<file path="config.mk">
export PLATFORM = sky130hd
export DESIGN_NAME = imem_arbiter
export DESIGN_NICKNAME = d
export VERILOG_FILES = /design/src/rtl/imem_arbiter.sv
export SDC_FILE = /design/constraint.sdc
export NUM_CORES = 1
export LEC_CHECK = 0
export ABC_AREA = 1
export CAP_MARGIN = 10
export CORE_AREA = 2 2 229 231
export CTS_BUF_LIST = sky130_fd_sc_hd__clkbuf_16
export CTS_CLUSTER_SIZE = 24
export DETAILED_ROUTE_END_ITERATION = 6
export DIE_AREA = 0 0 231 233
export GPL_ROUTABILITY_DRIVEN = 0
export PLACE_DENSITY = 0.33
export RECOVER_POWER = 25
export SLEW_MARGIN = 40
export SYNTH_ARGS = -nofsm -noshare
export SYNTH_HDL_FRONTEND = slang
export SYNTH_SLANG_ARGS = --single-unit
</file>
<file path="constraint.sdc">
create_clock -name clk_i -period 1.6 [get_ports clk_i]
set_input_delay 0.16 -clock clk_i [delete_from_list [all_inputs] [get_ports clk_i]]
set_output_delay 0.16 -clock clk_i [all_outputs]
set_load 0.03 [all_outputs]
</file>
<file path="src/rtl/imem_arbiter.sv">
// Two-port instruction memory arbiter: fetch (0) and prefetch (1)
// share one memory channel, one transaction in flight at a time.
module imem_arbiter #(
  parameter int LINE_W = 128,
  parameter int ADDR_W = 32
) (
  input  logic              clk_i,
  input  logic              rstn_i,
  input  logic              r0_valid_i,
  output logic              r0_ready_o,
  input  logic [ADDR_W-1:0] r0_addr_i,
  output logic              rsp0_valid_o,
  input  logic              rsp0_ready_i,
  output logic [ADDR_W-1:0] rsp0_addr_o,
  output logic [LINE_W-1:0] rsp0_line_o,
  input  logic              r1_valid_i,
  output logic              r1_ready_o,
  input  logic [ADDR_W-1:0] r1_addr_i,
  output logic              rsp1_valid_o,
  input  logic              rsp1_ready_i,
  output logic [ADDR_W-1:0] rsp1_addr_o,
  output logic [LINE_W-1:0] rsp1_line_o,
  input  logic              flush_i,
  output logic              mem_req_valid_o,
  input  logic              mem_req_ready_i,
  output logic [ADDR_W-1:0] mem_pc_o,
  input  logic              mem_rsp_valid_i,
  output logic              mem_rsp_ready_o,
  input  logic [ADDR_W-1:0] mem_rsp_addr_i,
  input  logic [LINE_W-1:0] mem_line_i
);

  typedef enum logic [1:0] {
    IDLE,
    WAIT_RSP,
    DROP
  } state_e;

  state_e state_q, state_d;
  logic   owner_q, owner_d;
  logic   last_q, last_d;
  logic   lock_q, lock_d;
  logic   lgnt_q, lgnt_d;
  logic   kill_q, kill_d;

  logic   c0, c1, gnt, req_v;
  logic   idle, wait_st, drop_st, kill0;
  logic   req_hs;

  // Grant select: a stalled grant is frozen, otherwise round-robin
  always_comb begin
    c0    = r0_valid_i & ~flush_i;
    c1    = r1_valid_i;
    gnt   = 1'b0;
    req_v = 1'b0;
    if (lock_q) begin
      gnt   = lgnt_q;
      req_v = lgnt_q ? r1_valid_i : r0_valid_i;
    end else begin
      gnt   = (c0 & c1) ? ~last_q : c1;
      req_v = c0 | c1;
    end
  end

  assign idle    = (state_q == IDLE) & rstn_i;
  assign wait_st = (state_q == WAIT_RSP) & rstn_i;
  assign drop_st = (state_q == DROP) & rstn_i;
  assign kill0   = wait_st & ~owner_q & flush_i;

  assign mem_req_valid_o = idle & req_v;
  assign mem_pc_o        = gnt ? r1_addr_i : r0_addr_i;
  assign r0_ready_o      = mem_req_valid_o & ~gnt & mem_req_ready_i;
  assign r1_ready_o      = mem_req_valid_o & gnt & mem_req_ready_i;
  assign req_hs          = mem_req_valid_o & mem_req_ready_i;

  assign rsp0_valid_o = wait_st & ~owner_q & ~flush_i & mem_rsp_valid_i;
  assign rsp1_valid_o = wait_st & owner_q & mem_rsp_valid_i;
  assign rsp0_addr_o  = mem_rsp_addr_i;
  assign rsp1_addr_o  = mem_rsp_addr_i;
  assign rsp0_line_o  = mem_line_i;
  assign rsp1_line_o  = mem_line_i;

  assign mem_rsp_ready_o = drop_st | kill0
    | (wait_st & (owner_q ? rsp1_ready_i : rsp0_ready_i));

  // Next-state: issue, wait for the line, or swallow a killed line
  always_comb begin
    state_d = state_q;
    owner_d = owner_q;
    last_d  = last_q;
    lock_d  = lock_q;
    lgnt_d  = lgnt_q;
    kill_d  = kill_q;
    unique case (state_q)
      IDLE: begin
        if (req_hs) begin
          state_d = (~gnt & (flush_i | kill_q)) ? DROP : WAIT_RSP;
          owner_d = gnt;
          last_d  = gnt;
          lock_d  = 1'b0;
          kill_d  = 1'b0;
        end else if (mem_req_valid_o) begin
          lock_d = 1'b1;
          lgnt_d = gnt;
          kill_d = kill_q | (flush_i & ~gnt);
        end
      end
      WAIT_RSP: begin
        if (mem_rsp_valid_i & mem_rsp_ready_o) begin
          state_d = IDLE;
        end else if (kill0) begin
          state_d = DROP;
        end
      end
      DROP: begin
        if (mem_rsp_valid_i) begin
          state_d = IDLE;
        end
      end
      default: state_d = IDLE;
    endcase
  end

  // State registers; reset lets port 0 win the first tie
  always_ff @(posedge clk_i or negedge rstn_i) begin
    if (!rstn_i) begin
      state_q <= IDLE;
      owner_q <= 1'b0;
      last_q  <= 1'b1;
      lock_q  <= 1'b0;
      lgnt_q  <= 1'b0;
      kill_q  <= 1'b0;
    end else begin
      state_q <= state_d;
      owner_q <= owner_d;
      last_q  <= last_d;
      lock_q  <= lock_d;
      lgnt_q  <= lgnt_d;
      kill_q  <= kill_d;
    end
  end

endmodule

</file>
After elaboration in Yosys (flattened, before gate mapping). Index checks and enable logic that the tools add are counted.

Bits in registers: 7. Output and inout port bits: 358. Logic and storage cells: 64.

Equality and inequality tests: 5. Multiplexer cells: 16. Bitwise logic cells: 31. Reduce and logical (&&, ||, !) cells: 6.

Operator list (count): 2-to-1 mux 32 bit (1); bitwise AND 1 bit (21); 2-to-1 mux 2 bit (5); 2-to-1 mux 1 bit (9); case mux 2 bit (3 select lines) (1); AND reduction 3 bit (2); inverter 1 bit (5); bitwise OR 1 bit (5); inequality test 2 bit, second input constant (2); AND reduction 2 bit (2); inequality test 3 x 2 -> 1 bit, second input constant (1); equality test 2 x 1 -> 1 bit, second input constant (1); equality test 2 bit, second input constant (1); logical NOT 2 bit (1); nonzero test 2 bit (1).

Logic depth before layout (Yosys ltp). Gate-level depths: netlist of the first run.

Depth after elaboration: 10. Depth in mapped cells: 10.

Worst setup path after synthesis of the first run. OpenSTA, ideal clock, no wires.

Kind: register -> register. Start point: register state_q[0]. End point: register owner_q. Library setup time: 155 ps. Arrival time: 1312 ps. Setup slack: 133 ps. Cell stages (with the launch flop): 7. Clock period less this slack: 1467 ps. Cell sequence: dfrtp_1 inv_2 nand2_2 nor2_4 nand4_4 nor2_1 a21oi_1.

Word-level cells in the longest chain between the ends: 5.

RTL lines: start, declared (RTL line 39) `state_e state_q, state_d;`; start signal, assigned (RTL line 134) `state_q <= state_d;`; logical NOT 2 bit (*) (RTL line 65, 94); bitwise AND 1 bit (RTL line 65) `assign idle = (state_q == IDLE) & rstn_i;`; bitwise AND 1 bit (RTL line 70) `assign mem_req_valid_o = idle & req_v;`; bitwise AND 1 bit (RTL line 74) `assign req_hs = mem_req_valid_o & mem_req_ready_i;`; AND reduction 2 bit (no line) (*); end signal, assigned (RTL line 135) `owner_q <= owner_d;`; end, declared (RTL line 40) `logic owner_q, owner_d;`.

Every way passes the cells marked *; elsewhere a longest branch is shown, timed or not. A chain may end at the register's enable or synchronous reset.

Final worst setup path of the first run.
Start point: register last_q. End point: output port mem_pc_o[0].

Word-level cells in the longest chain between the ends: 4.

RTL lines: start, declared (RTL line 41) `logic last_q, last_d;`; start signal, assigned (RTL line 136) `last_q <= last_d;`; inverter 1 bit (RTL line 60) `gnt = (c0 & c1) ? ~last_q : c1;`; 2-to-1 mux 1 bit (RTL line 60); 2-to-1 mux 1 bit (RTL line 56) `if (lock_q) begin`; 2-to-1 mux 32 bit (RTL line 71) `assign mem_pc_o = gnt ? r1_addr_i : r0_addr_i;`; end, declared (RTL line 26) `output logic [ADDR_W-1:0] mem_pc_o,`.

No other way between the ends.

==> results.md, run 1 <==
* Outcome: finished with violations
* Failing checks: setup timing
* Worst Path Arrival at 1.61 ns
* Core area at 0.0511 mm^2
* Reg2Reg Setup Slack at 0 ns
* Fillers at 6079
* VDD IR max at 0.000899 V
* RSZ-0062 raised after global routing: yes
* Maxcap violations at 0
* Area growth, synth to finish at 3.85%
* Most frequent CP cell: nand2_1
* DRC violations left at 0
* Worst r2r src: last_q
* Die X at 231 um
* WL/cell at 14.0 um
* CP top delay family: flip-flops
* Mapped cell area at 0.00329 mm^2
* Reg clk slew, reported paths at 0.04 ns
* CP Cell Sequence: nand4_1 > nand2_4 > buf_12 > buf_16 > nand2_1 > nand2_1 > buf_6
* Largest net degree at the start of global routing at 16
* Max Fanout on Critical Path at 8
* Synth Warn # at 0
* Drt total wl at 13700 um
* RR Endpoint: state_q[1]
* Drt pass-1 iters at 4
* Die outline height at 233 um
* Via density at 1.97
* NumNets Final at 529
* Setup violators final at 35
* Critical path endpoint: mem_pc_o[0]
* DR vias at 1925
* TritonCTS clock tree: yes
* 1st-iter DRT viols at 64
* CTS Root Cell: clkbuf_16
* Antenna viol nets, final at 0
* Max clock buf depth at 2
* Slew margin rel. at 77.3%
* Final Max Slew Viols at 0
* Number of global-route vias before repair at 2064
* Post-DP Area at 0.00293 mm^2
* Leak at 1.30 nW
* Cell variety after synth at 23
* Htree depth at 1
* Cell Int Power at 2.77 mW
* Worst clock skew at 0.00104 ns
* Clock Sinks at 7
* Max stage delay on crit path at 0.53 ns
* Util after Layout at 6.68%
* Slowest stage cell, crit path: dfstp_2
* Design Power at 5.68 mW
* Tcrit/Tclk final at 111%
* Final hold vios at 0
* Final instance area at 0.00341 mm^2
* Sw Share at 51.2%
* Mean Syn Cell Area at 6.68 um^2
* Flops & latches, synth at 7
* Slew @ Worst Pin at 0.338 ns
* Final setup margin at -0.173 ns
* # rows at 83
* Sequential share of power at 6.3%
* Final min period at 1.77 ns
* Syn_nets at 725
* Critical Path RT at 1.44 ns
* Comb power frac at 86.3%
* Fin Setup TNS at -4.81 ns
* CP bufs+invs at 3
* CTS Buf Count at 3
* First-pass GRT wire length at 16900 um
* F_max at 564 MHz
* Start point of the critical path: last_q
* Worst skew pair latency at 0.23 ns
* Total grt overflow at 0
* Hold_buf cts at 0
* Fraction of layout instances using a drive strength above 1 at 35.9%
* I/O pin total at 591
* Seq/Total Area, Yosys at 5.37%
* Synthesized instance count at 492
* R2R depth at 9
* Initial antenna violation count at 1
* I/O Buffers at 110
* Worst hold path type: in2async
* Clock group share of total power at 7.4%
* Die Area at 0.0538 mm^2
* Initial Util at 6.43%
* CP Class: reg2out
* Crit start category: register
* Switch Pwr at 2.91 mW
* GR Util All Layers at 4.58%
* Worst Setup End Kind: primary output
* Dpl hpwl at 11300 um
* Stages on worst setup path at 7
* P per Cell Area at 1660 mW/mm^2
[cells in the final DEF, fill, tap and decap left out, types with 4 or more instances in the layout]
cell             synthesis  layout
inv_1                   10      10
nand2_4                  0      12
nand2_2                  1      19
buf_4                  320      11
buf_6                    2      25
clkdlybuf4s50_1          0      71
nor2_1                   8       4
buf_12                   0      15
nor2_4                   1       4
nand3_1                  7       5
dfrtp_1                  6       5
nand2_1                113      83
[sequential cells by signal (all words and copies together) (netlist names)]
register / cells
state_q: 2
kill_q: 1
last_q: 1
lgnt_q: 1
lock_q: 1
owner_q: 1
[cell type report]
| class | count | area, um^2 | share of cell area (%) |
|---|---|---|---|
| Timing Repair Buffer | 126 | 1460 | 42.7 |
| Tap cell | 680 | 851 | 24.9 |
| Multi-Input combinational cell | 145 | 788 | 23.1 |
| Sequential cell | 7 | 178 | 5.21 |
| Clock buffer | 3 | 75.1 | 2.20 |
| Inverter | 13 | 53.8 | 1.58 |
| Antenna cell | 2 | 5.00 | 0.147 |
| Clock inverter | 1 | 3.75 | 0.110 |
[power by group through the flow]
stage / combinational [mW] / sequential [mW] / clock, mW
floorplan: 3.56 / 0.322 / 0
global placement: 3.82 / 0.343 / 0
detailed placement: 3.81 / 0.343 / 0
CTS: 4.92 / 0.345 / 0.426
global route: 5.28 / 0.367 / 0.441
finish: 4.90 / 0.357 / 0.420
[cell families (layout without fill, tap and decap cells)]
| logic type | after synthesis | in the layout | synth area share (%) |
|---|---|---|---|
| other cells | 0 | 2 | 0 |
| buf+inv | 340 | 143 | 76.0 |
| simple gates | 136 | 136 | 17.0 |
| compound gates | 9 | 9 | 1.60 |
| flops | 7 | 7 | 5.37 |
[what timing repair did]
item                                    4_1_cts  5_1_grt
pin swaps                                     8       15
resized for setup                            53       35
cloned                                        3        0
buffers inserted                              3        1
endpoints found under the setup margin       34       40
[Yosys cell counts]
cell type	count	area, um^2
o21ai_1	2	10.0
nand4_4	1	21.3
and3_1	1	6.26
nor2_1	8	30.0
a21oi_2	1	8.76
buf_4	320	2400
inv_2	3	11.3
o21ai_0	2	10.0
a31oi_1	1	6.26
buf_6	2	22.5
nor2_2	1	6.26
o211ai_1	1	7.51
dfrtp_1	6	150
nand2_2	1	6.26
buf_2	5	25.0
a21oi_1	2	10.0
nor3_1	1	5.00
inv_1	10	37.5
nand2_1	113	424
nor2_4	1	11.3
dfstp_2	1	26.3
nand3_1	7	35.0
nand4_1	2	12.5
[worst min-delay path by stage]
| stage | start | to | slack [ns] | cells after the start |
|---|---|---|---|---|
| after global routing | rstn_i | kill_q | 0.28 | 2 |
| after global placement | mem_line_i[32] | rsp0_line_o[32] | 0.32 | 0 |
| after CTS | rstn_i | state_q[1] | 0.26 | 2 |
| after floorplan | rstn_i | kill_q | -0.14 | 0 |
| after detailed placement | mem_line_i[32] | rsp0_line_o[32] | 0.32 | 0 |
| final | rstn_i | state_q[1] | 0.25 | 2 |
[stage by stage]
step	setup WS, ns	instances	hold WS [ns]
final	-0.173	977	0.251
after detailed placement	-0.183	965	0.320
after global placement	-0.228	965	0.320
after floorplan	0.133	492	-0.136
after CTS	-0.194	975	0.263
after global routing	-0.254	976	0.279
[per-layer routing]
layer / wire, um / vias to the layer above / global-route usage (%) / share of wire (%)
met4: 1310 / 2 / 4.27 / 9.6
met3: 2990 / 124 / 4.06 / 22
met1: 2850 / 709 / 2.86 / 21
met5: 62 / - / 0.827 / 0.45
met2: 6480 / 315 / 7.68 / 47
li1: - / 775 / - / -
(Power assumes the default switching activity.)
==> run 2, diff against run 1 <==
--- a/config.mk
+++ b/config.mk
@@ -6,10 +6,9 @@
 export NUM_CORES = 1
 export LEC_CHECK = 0
 export ABC_AREA = 1
-export CAP_MARGIN = 10
+export CAP_MARGIN = 40
 export CORE_AREA = 2 2 229 231
 export CTS_BUF_LIST = sky130_fd_sc_hd__clkbuf_16
-export CTS_CLUSTER_SIZE = 24
 export DETAILED_ROUTE_END_ITERATION = 6
 export DIE_AREA = 0 0 231 233
 export GPL_ROUTABILITY_DRIVEN = 0
==> results of run 2 <==
The final DEF is identical to that of run 1; final timing and power are the same.
